`src/rtl/bus_initiator.sv`:
```
// Single-outstanding bus master: takes one host command, runs it on the shared
// bus with decode-miss and timeout detection, and returns a one-cycle response.
module bus_initiator #(
  parameter int unsigned ADDR_WIDTH = 32,
  parameter int unsigned DATA_WIDTH = 32,
  parameter int unsigned TIMEOUT    = 15
) (
  input  logic                  CLK,
  input  logic                  RST,
  input  logic                  CMD_VALID,
  output logic                  CMD_READY,
  input  logic                  CMD_WE,
  input  logic [ADDR_WIDTH-1:0] CMD_ADDR,
  input  logic [DATA_WIDTH-1:0] CMD_WDATA,
  output logic                  RSP_VALID,
  output logic                  RSP_ERR,
  output logic [DATA_WIDTH-1:0] RSP_RDATA,
  output logic [ADDR_WIDTH-1:0] BUS_ADDR,
  output logic                  BUS_WE,
  output logic [DATA_WIDTH-1:0] BUS_WDATA,
  output logic                  BUS_STB,
  input  logic                  BUS_SEL,
  input  logic                  BUS_ACK,
  input  logic [DATA_WIDTH-1:0] BUS_RDATA
);

  localparam int unsigned   CW   = $clog2(TIMEOUT + 1);
  localparam logic [CW-1:0] LAST = CW'(TIMEOUT - 1);

  typedef enum logic [1:0] {IDLE, ADDR, WAIT, RESP} state_t;

  state_t                state, next;
  logic [CW-1:0]         cnt;
  logic                  err_d;
  logic [DATA_WIDTH-1:0] rdata_d;

  always_ff @(posedge CLK or posedge RST) begin
    if (RST) state <= IDLE;
    else     state <= next;
  end

  // Ack wins over timeout when both land in the same WAIT cycle.
  always_comb begin
    next = state;
    unique case (state)
      IDLE:    if (CMD_VALID) next = ADDR;
      ADDR:    next = (!BUS_SEL || BUS_ACK) ? RESP : WAIT;
      WAIT:    if (BUS_ACK || cnt == LAST) next = RESP;
      RESP:    next = IDLE;
      default: next = IDLE;
    endcase
  end

  // Response contents for whichever transition into RESP happens this cycle.
  always_comb begin
    CMD_READY = (state == IDLE);
    err_d     = (state == ADDR && !BUS_SEL) || (state == WAIT && !BUS_ACK);
    rdata_d   = (!err_d && !BUS_WE) ? BUS_RDATA : '0;
  end

  // Strobe and response valid are registered from the next state so they line
  // up with ADDR/WAIT and RESP, and clear asynchronously on reset.
  always_ff @(posedge CLK or posedge RST) begin
    if (RST) begin
      BUS_ADDR  <= '0;
      BUS_WE    <= 1'b0;
      BUS_WDATA <= '0;
      BUS_STB   <= 1'b0;
      RSP_VALID <= 1'b0;
      RSP_ERR   <= 1'b0;
      RSP_RDATA <= '0;
      cnt       <= '0;
    end else begin
      BUS_STB   <= (next == ADDR) || (next == WAIT);
      RSP_VALID <= (next == RESP);
      if (state == IDLE && CMD_VALID) begin
        BUS_ADDR  <= CMD_ADDR;
        BUS_WE    <= CMD_WE;
        BUS_WDATA <= CMD_WDATA;
      end
      if (next == RESP) begin
        RSP_ERR   <= err_d;
        RSP_RDATA <= rdata_d;
      end
      if (state == ADDR)
        cnt <= '0;
      else if (state == WAIT && !BUS_ACK && cnt != LAST)
        cnt <= cnt + 1'b1;
    end
  end

endmodule

```
`config.mk`:
```
export PLATFORM = sky130hd
export DESIGN_NAME = bus_initiator
export DESIGN_NICKNAME = d
export VERILOG_FILES = /design/src/rtl/bus_initiator.sv
export SDC_FILE = /design/constraint.sdc
export NUM_CORES = 1
export LEC_CHECK = 0
export BUFFER_PORTS_ARGS = -buffer_cell sky130_fd_sc_hd__buf_2
export CELL_PAD_IN_SITES_DETAIL_PLACEMENT = 1
export CELL_PAD_IN_SITES_GLOBAL_PLACEMENT = 1
export CORE_ASPECT_RATIO = 1.2
export CORE_MARGIN = 2
export CORE_UTILIZATION = 38
export CTS_CLUSTER_DIAMETER = 120
export DETAILED_ROUTE_END_ITERATION = 10
export PLACE_DENSITY_LB_ADDON = 0.1
export SYNTH_ARGS = -nofsm -noshare
export SYNTH_HDL_FRONTEND = slang
export SYNTH_SLANG_ARGS = --single-unit
```
`constraint.sdc`:
```
create_clock -name CLK -period 10.52 [get_ports CLK]
set_clock_uncertainty 0.2 [all_clocks]
set_input_delay 2.104 -clock CLK [delete_from_list [all_inputs] [get_ports CLK]]
set_output_delay 2.104 -clock CLK [all_outputs]
set_load 0.02 [all_outputs]
```
==> impl_results.rst <==
.. list-table::
   :header-rows: 1

   * - Metric
     - Value
   * - Status
     - completed
   * - Number of global-route vias before repair
     - 2882
   * - Width of the chip
     - 98.3 microns
   * - Average footprint of a synthesized cell
     - 15.7 sq um
   * - Data required time of the critical path
     - 10540 ps
   * - Warning count from the yosys run
     - 0
   * - Overflow left after global routing
     - 0
   * - First drt pass iteration count
     - 6
   * - Data arrival time of the critical path
     - 4130 ps
   * - I/O pin count
     - 203
   * - Die Outline Area
     - 11500 sq um
   * - Syn Nets
     - 366
   * - Unrepaired setup endpoints after global routing
     - no
   * - Detailed placer's ending HPWL
     - 7070 microns
   * - Post-synth EDFFs
     - 0
   * - Area added between synthesis and finish
     - 35.0%
   * - Antenna-violating nets left
     - 0
   * - Register bit total from synthesis
     - 106
   * - Clock slew seen by the registers of the worst setup and hold paths
     - 70 ps
   * - Async set-or-reset flop fraction in the synthesized netlist
     - 100%
   * - Count of final setup violators
     - 0
   * - Drt initial violations
     - 56
   * - Number of buffers on the longest clock path
     - 2
   * - MaxCap Viol Count
     - 0
   * - Class of the worst hold path
     - flop to flop
   * - CP Max Fanout
     - 34
   * - Clock tree root driver cell
     - clkbuf_16
   * - Pre-CTS worst setup slack
     - 6040 ps
   * - Clock latency at the later pin of the worst-skew pair
     - 330 ps
   * - Max Transition Viols Final
     - 0
   * - Setup fix buffers added after clock tree synthesis
     - 0
   * - Multi-input gate area in the final layout
     - 1300 sq um
   * - Effective utilization at floorplan
     - 38.7%
   * - First-pass GRT wire length
     - 15000 microns
   * - Post-detailed-placement cell area
     - 5170 sq um
   * - TritonCTS clock tree
     - built
   * - Power, Total
     - 1.84 mW
   * - Remaining design rule violation count
     - 0
   * - Vias per inst
     - 4.88
   * - Number of antenna diodes
     - 0
   * - Type of element capturing the critical path
     - flop
   * - Combined global-route utilization of all metal layers
     - 16.6%
   * - Accumulated negative setup slack
     - 0 ps
   * - H-tree level count
     - 3
   * - Number of antenna violations at the first check in global routing
     - 0
   * - Standard-cell row count
     - 41
   * - Number of library cell types mapped by synthesis
     - 27
   * - Remaining max-slew budget at the tightest pin
     - 44.7%
   * - Final estimated routing congestion in global placement
     - 0.715
   * - Max stage delay cell, worst path
     - inv_2
   * - Final worst path period share
     - 39.0%
   * - Reg area
     - 2650 sq um
   * - Peak VDD IR
     - 0.123 mV
   * - Sequential cell area fraction in the yosys report
     - 65.5%
   * - Vertical die dimension
     - 117 microns
   * - Leading register cell type out of synthesis
     - dfrtp_1
   * - Largest incremental delay on the critical path
     - 440 ps
   * - Post-Route WL
     - 9620 microns
   * - Resize count post-CTS
     - 0
   * - Pin count of the biggest net entering global routing
     - 66
   * - Worst setup path class
     - primary input to flop
   * - Number of vias after detailed routing
     - 2905
   * - Transition time at the pin with the least slew margin
     - 829 ps
   * - Period minus WS final
     - 4110 ps
   * - Floorplan core area
     - 10500 sq um
   * - Final net count
     - 569
   * - Number of failing hold endpoints at the final stage
     - 0
   * - Synth Cell Area
     - 4050 sq um
   * - Kind of launch point of the worst setup path
     - primary input
   * - Syn Inst Count
     - 258
   * - Final Worst Setup Slack
     - 6410 ps
   * - Filler Cell Count
     - 1130
   * - Number of clock buffers inserted by TritonCTS
     - 9
   * - Critical Path, Cell by Cell
     - buf_2, nand2b_1, a211oi_1, nor3_1, ha_1, inv_2, nor4_4, buf_4, a22o_1
   * - Peak clock frequency supported by timing
     - 0.244 GHz
   * - Standby leakage power
     - 2.81 nW
   * - Hold buffer count at cts
     - 0
   * - Sinks on Clock Net
     - 106
   * - Routed len/inst
     - 16.2 microns
   * - Layout cell share with drive strength beyond 1
     - 62.0%
   * - Power density relative to cell area
     - 337 nW/um^2
   * - Total of buffers placed on input and output ports
     - 202
   * - Design area
     - 5470 sq um
[routing by layer]
metal	vias up	wire [microns]	track usage [%]
met4	0	87	5.21
met2	130	4640	26.5
li1	1345	-	-
met3	6	768	5.29
met5	-	0	0
met1	1424	4130	21.8
[flip-flops by register name, indices dropped and copies added (netlist names), 2 cells and up]
register and flops:
BUS_WDATA 32, cnt 4, BUS_ADDR 32, state 2
RSP_RDATA 32
[cell usage in the layout (no fill, tap or decap), drive strengths merged, types with 2 or more instances in the layout]
cell and instances:
o21ai 3, and2b 2, a211oi 3, nor3b 2, mux2 65, dfrtp 106
clkinv 2, a21oi 2, buf 205, a22o 32, nor3 4, nor2 3
nand2b 2, clkbuf 12, ha 6, inv 5
[cell usage after synthesis, drive strengths merged (2+ instances only)]
library cell,number,area share [%]
dfrtp,106,65
mux2,65,18
a22o,32,6.9
buf,10,1.7
ha,6,1.9
inv,5,0.46
nor3,4,0.49
a211oi,3,0.56
clkbuf,3,0.28
nor2,3,0.28
o21ai,3,0.37
a21oi,2,0.25
and2b,2,0.37
nand2b,2,0.31
nor3b,2,0.37
[final cells by class]
type / count / share of cell area (%)
clock buffers: 12 / 4.51
clock inverters: 4 / 0.938
inverters: 5 / 0.389
multi-input cells: 134 / 23.8
flip-flops and latches: 106 / 48.5
well taps: 129 / 2.95
repair buffers: 205 / 18.9
[critical path: cells and delay by family]
kind            cells  cell delay (ps)
compound gates      2              610
fa+ha+maj           1              240
buf+inv             3              810
simple gates        3              340
[cell families (layout without fill, tap and decap cells)]
group	after synthesis	count (layout)	share of synthesized area, %
AOI/OAI and AO/OA	42	42	8.52
adders and majority gates	6	6	1.85
buffers and inverters	18	226	2.44
DFF	106	106	65.5
muxes	65	65	18.1
and+or+nand+nor	21	21	3.67
[through the flow]
step                utilization (%)  std cells  hold slack, ps
finish                         52.3        595             301
global route                   52.3        595             314
CTS                            52.3        595             297
detailed placement             49.4        579             281
global placement               49.4        579             270
floorplan                         -        258             242
[worst paths after layout]
path,start,to,slack [ps],cells past startpoint
min reg2reg,BUS_WDATA[13],BUS_WDATA[13],300,1
min,BUS_WDATA[13],BUS_WDATA[13],300,1
max reg2reg,cnt[0],RSP_RDATA[22],7400,10
min in group asynchronous,RST,BUS_WDATA[17],1630,2
max in group asynchronous,RST,RSP_ERR,7290,3
max,BUS_ACK,RSP_RDATA[22],6410,9
[power by group]
group	total (mW)	switching [mW]	internal (mW)
Combinational	0.826	0.479	0.347
Sequential	0.679	0.0880	0.591
Clock	0.336	0.144	0.191
Power figures use the tool's default switching activity.
